[src/rtl/cache_request_unit.sv]
`default_nettype none
`timescale 1ns/1ps
// +----------------------------------------------------------------------------+
// | cache_request_unit: CPU-side data cache front end. Turns byte loads/stores  |
// | into word cache accesses (read-modify-write for sub-word stores).           |
// | Revision: 1.0                                                               |
// +----------------------------------------------------------------------------+
module cache_request_unit #(
  parameter int DATA_LEN = 32,
  parameter int ADDR_LEN = 27
) (
  input  logic                  clk,
  input  logic                  rstn,
  input  logic                  req_valid,
  output logic                  req_ready,
  input  logic                  req_store,
  input  logic [1:0]            req_size,
  input  logic                  req_unsigned,
  input  logic [ADDR_LEN+1:0]   req_addr,
  input  logic [DATA_LEN-1:0]   req_wdata,
  output logic                  resp_valid,
  output logic [DATA_LEN-1:0]   resp_rdata,
  output logic                  resp_err,
  output logic [ADDR_LEN-1:0]   c_addr,
  output logic [DATA_LEN-1:0]   c_wdata,
  input  logic [DATA_LEN-1:0]   c_rdata,
  output logic                  c_read_or_write,
  output logic                  c_req,
  input  logic                  c_finish
);

  typedef enum logic [2:0] {
    S_IDLE = 3'd0,
    S_ERR  = 3'd1,
    S_RD   = 3'd2,
    S_GAP  = 3'd3,
    S_WR   = 3'd4,
    S_RESP = 3'd5
  } state_t;

  state_t                r_state;
  state_t                w_next;
  logic                  r_store;
  logic [1:0]            r_size;
  logic                  r_unsigned;
  logic [ADDR_LEN+1:0]   r_addr;
  logic [DATA_LEN-1:0]   r_wdata;
  logic [DATA_LEN-1:0]   r_rdata;

  logic                  w_accept;
  logic                  w_misaligned;
  logic [7:0]            w_byte;
  logic [15:0]           w_half;
  logic [DATA_LEN-1:0]   w_load_data;
  logic [DATA_LEN-1:0]   w_merged;

  assign w_accept     = req_valid && (r_state == S_IDLE);
  assign w_misaligned = (req_size == 2'b11) ||
                        ((req_size == 2'b01) && req_addr[0]) ||
                        ((req_size == 2'b10) && (req_addr[1:0] != 2'b00));

  // Little-endian lane selection within the returned word
  assign w_byte = c_rdata[{r_addr[1:0], 3'b000} +: 8];
  assign w_half = c_rdata[{r_addr[1], 4'b0000} +: 16];

  always_comb begin
    w_load_data = c_rdata;
    case (r_size)
      2'b00:   w_load_data = {{(DATA_LEN-8){w_byte[7] & ~r_unsigned}}, w_byte};
      2'b01:   w_load_data = {{(DATA_LEN-16){w_half[15] & ~r_unsigned}}, w_half};
      default: w_load_data = c_rdata;
    endcase
  end

  always_comb begin
    w_merged = c_rdata;
    if (r_size == 2'b00) begin
      w_merged[{r_addr[1:0], 3'b000} +: 8] = r_wdata[7:0];
    end else begin
      w_merged[{r_addr[1], 4'b0000} +: 16] = r_wdata[15:0];
    end
  end

  always_comb begin
    w_next = r_state;
    case (r_state)
      S_IDLE: begin
        if (w_accept) begin
          if (w_misaligned)                         w_next = S_ERR;
          else if (!req_store || req_size != 2'b10) w_next = S_RD;
          else                                      w_next = S_WR;
        end
      end
      S_ERR:  w_next = S_IDLE;
      S_RD:   if (c_finish) w_next = r_store ? S_GAP : S_RESP;
      S_GAP:  w_next = S_WR;
      S_WR:   if (c_finish) w_next = S_RESP;
      S_RESP: w_next = S_IDLE;
      default: w_next = S_IDLE;
    endcase
  end

  always_ff @(posedge clk) begin
    if (!rstn) begin
      r_state    <= S_IDLE;
      r_store    <= 1'b0;
      r_size     <= 2'b00;
      r_unsigned <= 1'b0;
      r_addr     <= '0;
      r_wdata    <= '0;
      r_rdata    <= '0;
    end else begin
      r_state <= w_next;
      if (w_accept) begin
        r_store    <= req_store;
        r_size     <= req_size;
        r_unsigned <= req_unsigned;
        r_addr     <= req_addr;
        r_wdata    <= req_wdata;
        r_rdata    <= '0;
      end
      // The merged word replaces the store data so WR always sends r_wdata
      if ((r_state == S_RD) && c_finish) begin
        if (r_store) r_wdata <= w_merged;
        else         r_rdata <= w_load_data;
      end
    end
  end

  assign req_ready       = (r_state == S_IDLE);
  assign resp_valid      = (r_state == S_RESP) || (r_state == S_ERR);
  assign resp_err        = (r_state == S_ERR);
  assign resp_rdata      = (r_state == S_RESP) ? r_rdata : '0;
  assign c_req           = (r_state == S_RD) || (r_state == S_WR);
  assign c_read_or_write = (r_state != S_WR);
  assign c_addr          = r_addr[ADDR_LEN+1:2];
  assign c_wdata         = r_wdata;

endmodule
`default_nettype wire

[config.mk]
export PLATFORM = sky130hd
export DESIGN_NAME = cache_request_unit
export DESIGN_NICKNAME = d
export VERILOG_FILES = /design/src/rtl/cache_request_unit.sv
export SDC_FILE = /design/constraint.sdc
export NUM_CORES = 1
export LEC_CHECK = 0
export CAP_MARGIN = 5
export CORE_AREA = 4 4 157 98
export DETAILED_ROUTE_END_ITERATION = 12
export DIE_AREA = 0 0 161 102
export GPL_TIMING_DRIVEN = 0
export HOLD_SLACK_MARGIN = 0.02
export PLACE_DENSITY = 0.81
export SYNTH_ARGS = -nofsm -noshare
export SYNTH_HDL_FRONTEND = slang
export SYNTH_SLANG_ARGS = --single-unit
export TNS_END_PERCENT = 1
[constraint.sdc]
create_clock -name clk -period 1.9 [get_ports clk]
set_clock_uncertainty 0.2 [all_clocks]
set_input_delay 0.38 -clock clk [delete_from_list [all_inputs] [get_ports clk]]
set_output_delay 0.38 -clock clk [all_outputs]
set_load 0.02 [all_outputs]
### Word-level counts from Yosys, hierarchy flattened

Cells that the tools add are included.

| word-level totals | value |
|---|---|
| register bits after elaboration | 100 |
| bits of input ports | 101 |
| output and inout bits | 96 |
| word-level logic and storage cells | 64 |

| cells by class | value |
|---|---|
| $add $sub $neg | 2 |
| eq/ne operators | 14 |
| shift operators | 6 |
| mux-type cells | 18 |
| bitwise gates (word level) | 3 |
| reductions and logical operators | 14 |

Operators with widths:

| cell | count |
|---|---|
| 2-to-1 mux 32 bit | 8 |
| bitwise mux 32 bit | 2 |
| case mux 32 bit (2 select lines) | 1 |
| variable shift 16 x 7 -> 32 bit (first input constant) | 1 |
| variable shift 8 x 7 -> 32 bit (first input constant) | 1 |
| indexed part select 16 x 7 -> 32 bit | 1 |
| indexed part select 32 x 6 -> 16 bit | 1 |
| indexed part select 32 x 6 -> 8 bit | 1 |
| indexed part select 8 x 7 -> 32 bit | 1 |
| 2-to-1 mux 3 bit | 6 |
| negation 5 -> 7 bit | 2 |
| case mux 3 bit (4 select lines) | 1 |
| == test 3 x 2 -> 1 bit (second input constant) | 2 |
| == test 3 bit (second input constant) | 2 |
| != test 2 bit (second input constant) | 3 |
| logical OR 1 bit | 5 |
| == test 2 x 1 -> 1 bit (second input constant) | 2 |
| == test 2 bit (second input constant) | 2 |
| logical AND 1 bit | 4 |
| == test 3 x 1 -> 1 bit (second input constant) | 1 |
| zero test 3 bit | 1 |
| != test 3 bit (second input constant) | 1 |
| AND reduction 3 bit | 1 |
| AND 1 bit | 2 |
| other kinds (5) | 5 |

### Depth between registers and ports, before layout

Gate-level depths: netlist of run 1.

| depth | value |
|---|---|
| word-level depth | 7 |
| depth in mapped cells | 8 |
| gate-level depth less buffers | 6 |

### Worst setup path after synthesis of run 1

No wires, ideal clock.

| timing | value |
|---|---|
| kind | reg-to-output |
| from | register r_state[1] |
| to | output resp_err |
| data arrival time | 1571 ps |
| data required time | 1320 ps |
| slack | -251 ps |
| cell stages (with the launch flop) | 5 |
| buffers on the path | 2 |
| cell sequence | dfxtp_1 buf_2 nor2b_1 clkbuf_1 nor2b_1 |

| between the ends | value |
|---|---|
| cells in the longest elaborated chain, start to end | 1 |

RTL lines:

| what | line | source |
|---|---|---|
| start, declared | 41 | `state_t r_state;` |
| start signal, assigned | 113 | `r_state <= w_next;` |
| == test 3 x 1 -> 1 bit | 132 | `assign resp_err = (r_state == S_ERR);` |
| end, declared | 23 | `output logic resp_err,` |

No other way between the ends.

### Worst setup path after layout of run 1

| timing | value |
|---|---|
| from | register r_addr[1] |
| to | register r_rdata[3] |

| between the ends | value |
|---|---|
| cells in the longest elaborated chain, start to end | 4 |
| elaborated cells on any way between the ends | 5 |
| those cells by class | shift (2); mux (3) |

RTL lines:

| what | line | source |
|---|---|---|
| start, declared | 46 | `logic [ADDR_LEN+1:0] r_addr;` |
| start signal, assigned | 118 | `r_addr <= req_addr;` |
| indexed part select 32 x 6 -> 16 bit / indexed part select 32 x 6 -> 8 bit (equally long branches) | 64, 63 |  |
| case mux 32 bit (2 select lines) * | 68 | `case (r_size)` |
| 2-to-1 mux 32 bit * | 124 | `if (r_store) r_wdata <= w_merged;` |
| 2-to-1 mux 32 bit * | 123 | `if ((r_state == S_RD) && c_finish) begin` |
| end signal, assigned | 125 | `else r_rdata <= w_load_data;` |
| end, declared | 48 | `logic [DATA_LEN-1:0] r_rdata;` |

Mark *: on every way between the ends. The rest lies on a longest branch, timed or not.
A chain may end at the register's enable or synchronous reset.

==> results of run 1 <==
[power groups by stage]
stage	clock (mW)	combinational (mW)	sequential (mW)
after floorplan	0	1.42	2.56
after global placement	0	2.49	2.50
after detailed placement	0	2.51	2.51
after CTS	1.77	2.78	2.46
after global routing	1.84	3.23	2.49
final	1.76	3.04	2.47
[what timing repair did]
action / in CTS / in global routing
gates cloned: 5 / 0
endpoints found under the setup margin: 185 / 145
resized for setup: 367 / 122
setup buffers: 12 / 2
pin swaps: 25 / 15
[layer usage]
layer  track usage  share of wire  vias up
li1              -              -     2932
met1         0.388           0.43     3045
met2         0.395           0.43      379
met3        0.0754           0.12       40
met4        0.0655          0.017        0
met5             0              0        -
[registers in the layout, indices dropped and copies added (netlist names)]
name / cells
r_size: 2
r_rdata: 32
r_state: 3
r_unsigned: 1
r_addr: 29
r_store: 1
c_wdata: 32
[cell type report]
cell class              count  area, um2  share of cell area
well taps                 198        248              0.0271
plain buffers              89        796              0.0871
clock buffers               9        225              0.0247
inverters                   7       33.8             0.00370
multi-input cells         481       3660               0.400
clock inverters             7       51.3             0.00561
repair buffers            214       2110               0.231
flip-flops and latches    100       2010               0.220
[cells by family after synthesis]
family,after synthesis,share of synthesized area
AND/OR/NAND/NOR,246,0.213
AO/OA/AOI/OAI,211,0.294
flip-flops,100,0.355
buffers and inverters,96,0.0932
multiplexers,17,0.0322
adder cells (fa/ha/maj),5,0.0111
XOR/XNOR,1,0.00155
[worst paths after layout]
kind               startpoint     endpoint  slack, ps  depth (start not counted)
setup reg to reg    r_addr[1]   r_rdata[3]       -240                          5
setup / recovery    r_addr[1]   r_rdata[3]       -240                          5
hold reg to reg    r_addr[20]   r_addr[20]        250                          2
hold / removal    c_rdata[15]  r_rdata[15]        250                          3
[metrics by stage]
step	TNS (ps)	util	hold slack (ps)	total power, mW
CTS	-13680	0.616	257	7.01
global placement	-85070	0.564	242	4.99
global route	-19370	0.647	275	7.57
detailed placement	-88300	0.564	247	5.02
floorplan	-809	-	234	3.98
finish	-13390	0.647	245	7.27
[cell usage after synthesis (3+ instances only)]
cell / instances
nand3_1: 14
mux2_2: 9
nor3_1: 5
and3_1: 32
inv_1: 6
o21ai_0: 3
mux2i_1: 8
dfxtp_1: 100
ha_1: 5
a221oi_1: 22
a22oi_1: 8
a21oi_1: 77
buf_4: 32
nand2b_1: 8
a311oi_1: 16
o32ai_1: 6
a211oi_1: 7
clkbuf_1: 31
a2bb2oi_1: 6
nor2b_1: 6
o2bb2ai_1: 3
o211a_1: 8
a32o_1: 8
o31ai_1: 6
a311oi_2: 10
o21a_1: 7
nor2_1: 14
a222oi_1: 7
buf_2: 22
nand2_1: 144
[worst register-to-register path, cell delays in order, from the launching register on]
cell	delay, ps
dfxtp_2	350
buf_8	140
buf_6	160
mux2_2	380
a222oi_1	580
a211oi_1	190
==> impl_metrics.env, run 1 <==
export IMPL_synth_edf_count=0
export IMPL_die_w_um=161
export IMPL_drt_antenna_violating_nets=0
export IMPL_crit_family="compound AO/OA/AOI/OAI gates"
export IMPL_fill_cells=1183
export IMPL_grt_pass1_vias=5993
export IMPL_slew_viol_final=0
export IMPL_syn_cell_area_um2=5640
export IMPL_power_frac_comb=0.418
export IMPL_placement_cell_area_um2=7970
export IMPL_synth_top_cell_area_share=0.355
export IMPL_clk_latency_ps=350
export IMPL_dieArea_um2=16400
export IMPL_slew_limit_headroom=0.556
export IMPL_drt_initial_drc_count=692
export IMPL_tightest_slew_ps=657
export IMPL_cts_tree="done"
export IMPL_postLayoutCellArea_um2=9140
export IMPL_instances_no_fill=1105
export IMPL_crit_chain="buf_8 > buf_6 > mux2_2 > a222oi_1 > a211oi_1"
export IMPL_dp_cells=1070
export IMPL_hold_violations=0
export IMPL_worstSetupEndpointType="register"
export IMPL_vias=6396
export IMPL_final_common_cell="nand2_1"
export IMPL_io_pins=197
export IMPL_io_buffers=196
export IMPL_required_ps=1900
export IMPL_dpl_hpwl_mm=17.0
export IMPL_irDropWorstVdd_mv=0.443
export IMPL_synthFlopType="dfxtp_1"
export IMPL_layout_common_cells="nand2_1, clkdlybuf4s50_1, dfxtp_1"
export IMPL_wl_per_cell_um=21.4
export IMPL_finalSetupViolations=125
export IMPL_cts_buffers=9
export IMPL_viasPerCell=5.79
export IMPL_start_util=0.399
export IMPL_crit_path_start_kind="register"
export IMPL_pre_cts_slack_ps=-940
export IMPL_h_tree_depth=3
export IMPL_fmax_ghz=0.468
export IMPL_die_h_um=102
export IMPL_core_um2=14100
export IMPL_worstHoldPathType="in2reg"
export IMPL_yosysSeqAreaShare=0.355
export IMPL_wl_mm=23.7
export IMPL_synth_nets=782
export IMPL_status="complete, but fails checks"
export IMPL_leakage_nw=3.79
export IMPL_rsz0062_at_grt="yes"
export IMPL_place_congestion=0.991
export IMPL_grt_pass1_wl_mm=34.3
export IMPL_first_pass_iters=7
export IMPL_antenna_cells=0
export IMPL_area_growth_synth_to_final_pct=62.0
export IMPL_ctsHoldBuffers=0
export IMPL_power_switching_mw=2.71
export IMPL_gr_total_overflow=0
export IMPL_clk_pin_slew_ps=70
export IMPL_antenna_found_initial=0
export IMPL_drv_cap=0
export IMPL_synth_area_leaders="dfxtp_1, nand2_1, a21oi_1, buf_4, and3_1"
export IMPL_setup_ws_ps=-237
export IMPL_power_share_clock=0.242
export IMPL_cp_max_fo=10
export IMPL_drc=0
export IMPL_post_route_period_util=1.12
export IMPL_p_int_mw=4.56
export IMPL_syn_avg_cell_area_um2=8.34
export IMPL_clock_path_buffers=2
export IMPL_seqPwrFrac=0.340
export IMPL_critPathKind="reg2reg"
export IMPL_ys_ff_latch=100
export IMPL_drive_above_1_share=0.353
export IMPL_p_per_area_nw_per_um2=796
export IMPL_clock_sinks=100
export IMPL_swShare=0.373
export IMPL_yosysUniqueCellTypes=69
export IMPL_rows=34
export IMPL_cp_arrival_ps=2140
export IMPL_yosysTopAreaCell="dfxtp_1"
export IMPL_failed_checks="setup timing"
export IMPL_num_nets_final=1008
export IMPL_yosys_warnings=0
export IMPL_synth_cells=676
export IMPL_finalCriticalPeriod_ps=2140
export IMPL_root_buffer="clkbuf_16"
export IMPL_cp_slowest_cell="a222oi_1"
export IMPL_grt_max_degree=18
export IMPL_slowest_delay_ps=570
export IMPL_worst_path_buf_inv=2
export IMPL_async_flop_share=0
export IMPL_grt_util_all_layers=0.268
Note: power is estimated with default switching activity, not from simulation.
==> run 2, diff against run 1 <==
--- a/config.mk
+++ b/config.mk
@@ -6,12 +6,14 @@
 export NUM_CORES = 1
 export LEC_CHECK = 0
 export CAP_MARGIN = 5
-export CORE_AREA = 4 4 157 98
+export CORE_AREA = 2 2 155 96
 export DETAILED_ROUTE_END_ITERATION = 12
-export DIE_AREA = 0 0 161 102
+export DIE_AREA = 0 0 157 98
 export GPL_TIMING_DRIVEN = 0
 export HOLD_SLACK_MARGIN = 0.02
 export PLACE_DENSITY = 0.81
+export REMOVE_ABC_BUFFERS = 1
+export SLEW_MARGIN = 20
 export SYNTH_ARGS = -nofsm -noshare
 export SYNTH_HDL_FRONTEND = slang
 export SYNTH_SLANG_ARGS = --single-unit
==> impl_metrics.env, run 2 (synthesis gave the netlist of run 1 again) <==
export IMPL_place_congestion=0.868
export IMPL_postLayoutCellArea_um2=8950
export IMPL_slew_limit_headroom=0.623
export IMPL_rsz0062_at_grt="yes"
export IMPL_layout_common_cells="nand2_1, clkdlybuf4s50_1, dfxtp_1"
export IMPL_worst_path_buf_inv=2
export IMPL_first_pass_iters=8
export IMPL_crit_chain="buf_12 > nand4bb_4 > a2111oi_4 > buf_4 > o31ai_1 > a21oi_1"
export IMPL_critPathKind="reg2reg"
export IMPL_die_h_um=98
export IMPL_io_buffers=196
export IMPL_leakage_nw=3.91
export IMPL_fill_cells=1159
export IMPL_slowest_delay_ps=540
export IMPL_finalCriticalPeriod_ps=2130
export IMPL_core_um2=14100
export IMPL_irDropWorstVdd_mv=0.462
export IMPL_drt_antenna_violating_nets=0
export IMPL_rows=34
export IMPL_required_ps=1960
export IMPL_antenna_found_initial=0
export IMPL_finalPower_mw=7.42
export IMPL_failed_checks="setup timing"
export IMPL_start_util=0.400
export IMPL_grt_pass1_vias=5639
export IMPL_grt_max_degree=52
export IMPL_crit_path_start_kind="register"
export IMPL_whs_ps=158
export IMPL_drv_cap=0
export IMPL_finalSetupTns_ps=-9160
export IMPL_cp_arrival_ps=2190
export IMPL_cts_buffers=9
export IMPL_clk_pin_slew_ps=80
export IMPL_die_w_um=157
export IMPL_io_pins=197
export IMPL_viasPerCell=5.87
export IMPL_ctsHoldBuffers=0
export IMPL_grt_util_all_layers=0.273
export IMPL_finalSetupViolations=96
export IMPL_status="complete, but fails checks"
export IMPL_drt_initial_drc_count=751
export IMPL_slew_viol_final=0
export IMPL_cp_slowest_cell="a2111oi_4"
export IMPL_dpl_hpwl_mm=13.8
export IMPL_cp_max_fo=7
export IMPL_fin_util=0.635
export IMPL_tightest_slew_ps=565
export IMPL_final_common_cell="nand2_1"
export IMPL_setup_ws_ps=-227
export IMPL_area_growth_synth_to_final_pct=58.7
export IMPL_p_per_area_nw_per_um2=830
export IMPL_hold_violations=0
export IMPL_clock_sinks=100
export IMPL_placement_cell_area_um2=7520
export IMPL_fmax_ghz=0.470
export IMPL_dieArea_um2=15400
export IMPL_post_route_period_util=1.12
export IMPL_clk_latency_ps=350
export IMPL_worstHoldPathType="in2reg"
export IMPL_gr_total_overflow=0
export IMPL_h_tree_depth=3
export IMPL_vias=6246
export IMPL_wl_per_cell_um=21.4
export IMPL_root_buffer="clkbuf_16"
export IMPL_antenna_cells=0
export IMPL_cts_tree="done"
export IMPL_wl_mm=22.7
export IMPL_drive_above_1_share=0.254
export IMPL_clock_path_buffers=2
export IMPL_worstSetupEndpointType="register"
export IMPL_num_nets_final=967
export IMPL_grt_pass1_wl_mm=32.5
export IMPL_drc=0
export IMPL_crit_family="compound AO/OA/AOI/OAI gates"
[run 2: cell count changes in the layout (fill, tap and decap cells not counted), sizes merged, moves of 4 or more]
cell	change
buf	-48
clkbuf	-20
clkdlybuf4s50	+12
dlygate4sd2	-7
dlymetal6s2s	+20
or4b	+4
[run 2: worst reg2reg max path, cell delays in order, from the launching register on]
cell and delay [ps]:
dfxtp_4 380, buf_12 140, nand4bb_4 340, a2111oi_4 540, buf_4 190, o31ai_1 70
a21oi_1 170
[run 2: cell type report]
type                       instances  area [um2]  share of cell area
inverter                           7        36.3             0.00406
clock inverter                     5        85.1             0.00951
sequential                       100        2030               0.227
clock buffer                      11         233              0.0260
multi-input combinational        486        3600               0.402
timing repair buffer             257        2720               0.304
tap                              198         248              0.0277
[run 2: final timing paths]
check | from | endpoint | slack, ps | cells past startpoint
worst max register to register | r_state[2] | c_wdata[0] | -230 | 6
worst min register to register | r_addr[6] | r_addr[6] | 250 | 2
worst max-delay path | r_state[2] | c_wdata[0] | -230 | 6
worst min-delay path | req_addr[0] | r_addr[0] | 160 | 3
[run 2: stage by stage]
stage	cells	setup slack, ps
finish	1064	-227
global route	1064	-282
CTS	1034	-250
detailed placement	990	-1500
global placement	981	-4500
floorplan	587	-2300
[run 2: report_power, final]
group / total, mW / switching [mW] / internal (mW)
sequential: 2.53 / 0.224 / 2.30
clock: 2.01 / 0.842 / 1.16
combinational: 2.89 / 1.59 / 1.31
[run 2: layer usage]
metal | share of wire | wire length (um) | vias up | GRT usage
li1 | - | - | 2865 | -
met1 | 0.44 | 10000 | 2963 | 0.392
met2 | 0.42 | 9600 | 364 | 0.401
met3 | 0.11 | 2580 | 54 | 0.0848
met4 | 0.024 | 550 | 0 | 0.0628
met5 | 0 | 0 | - | 0
[run 2: timing repair]
action | 4_1_cts | 5_1_grt
setup buffers | 23 | 26
gates resized for setup | 266 | 107
endpoints found under the hold margin | 0 | 0
setup endpoints to repair | 155 | 161
gates cloned | 5 | 4
pin swaps | 35 | 19
==> run 3, diff against run 2 <==
--- a/config.mk
+++ b/config.mk
@@ -7,6 +7,7 @@
 export LEC_CHECK = 0
 export CAP_MARGIN = 5
 export CORE_AREA = 2 2 155 96
+export CTS_CLUSTER_SIZE = 20
 export DETAILED_ROUTE_END_ITERATION = 12
 export DIE_AREA = 0 0 157 98
 export GPL_TIMING_DRIVEN = 0
==> results of run 3 <==
Same layout as run 2: the final DEF is identical, and so are final timing and power.
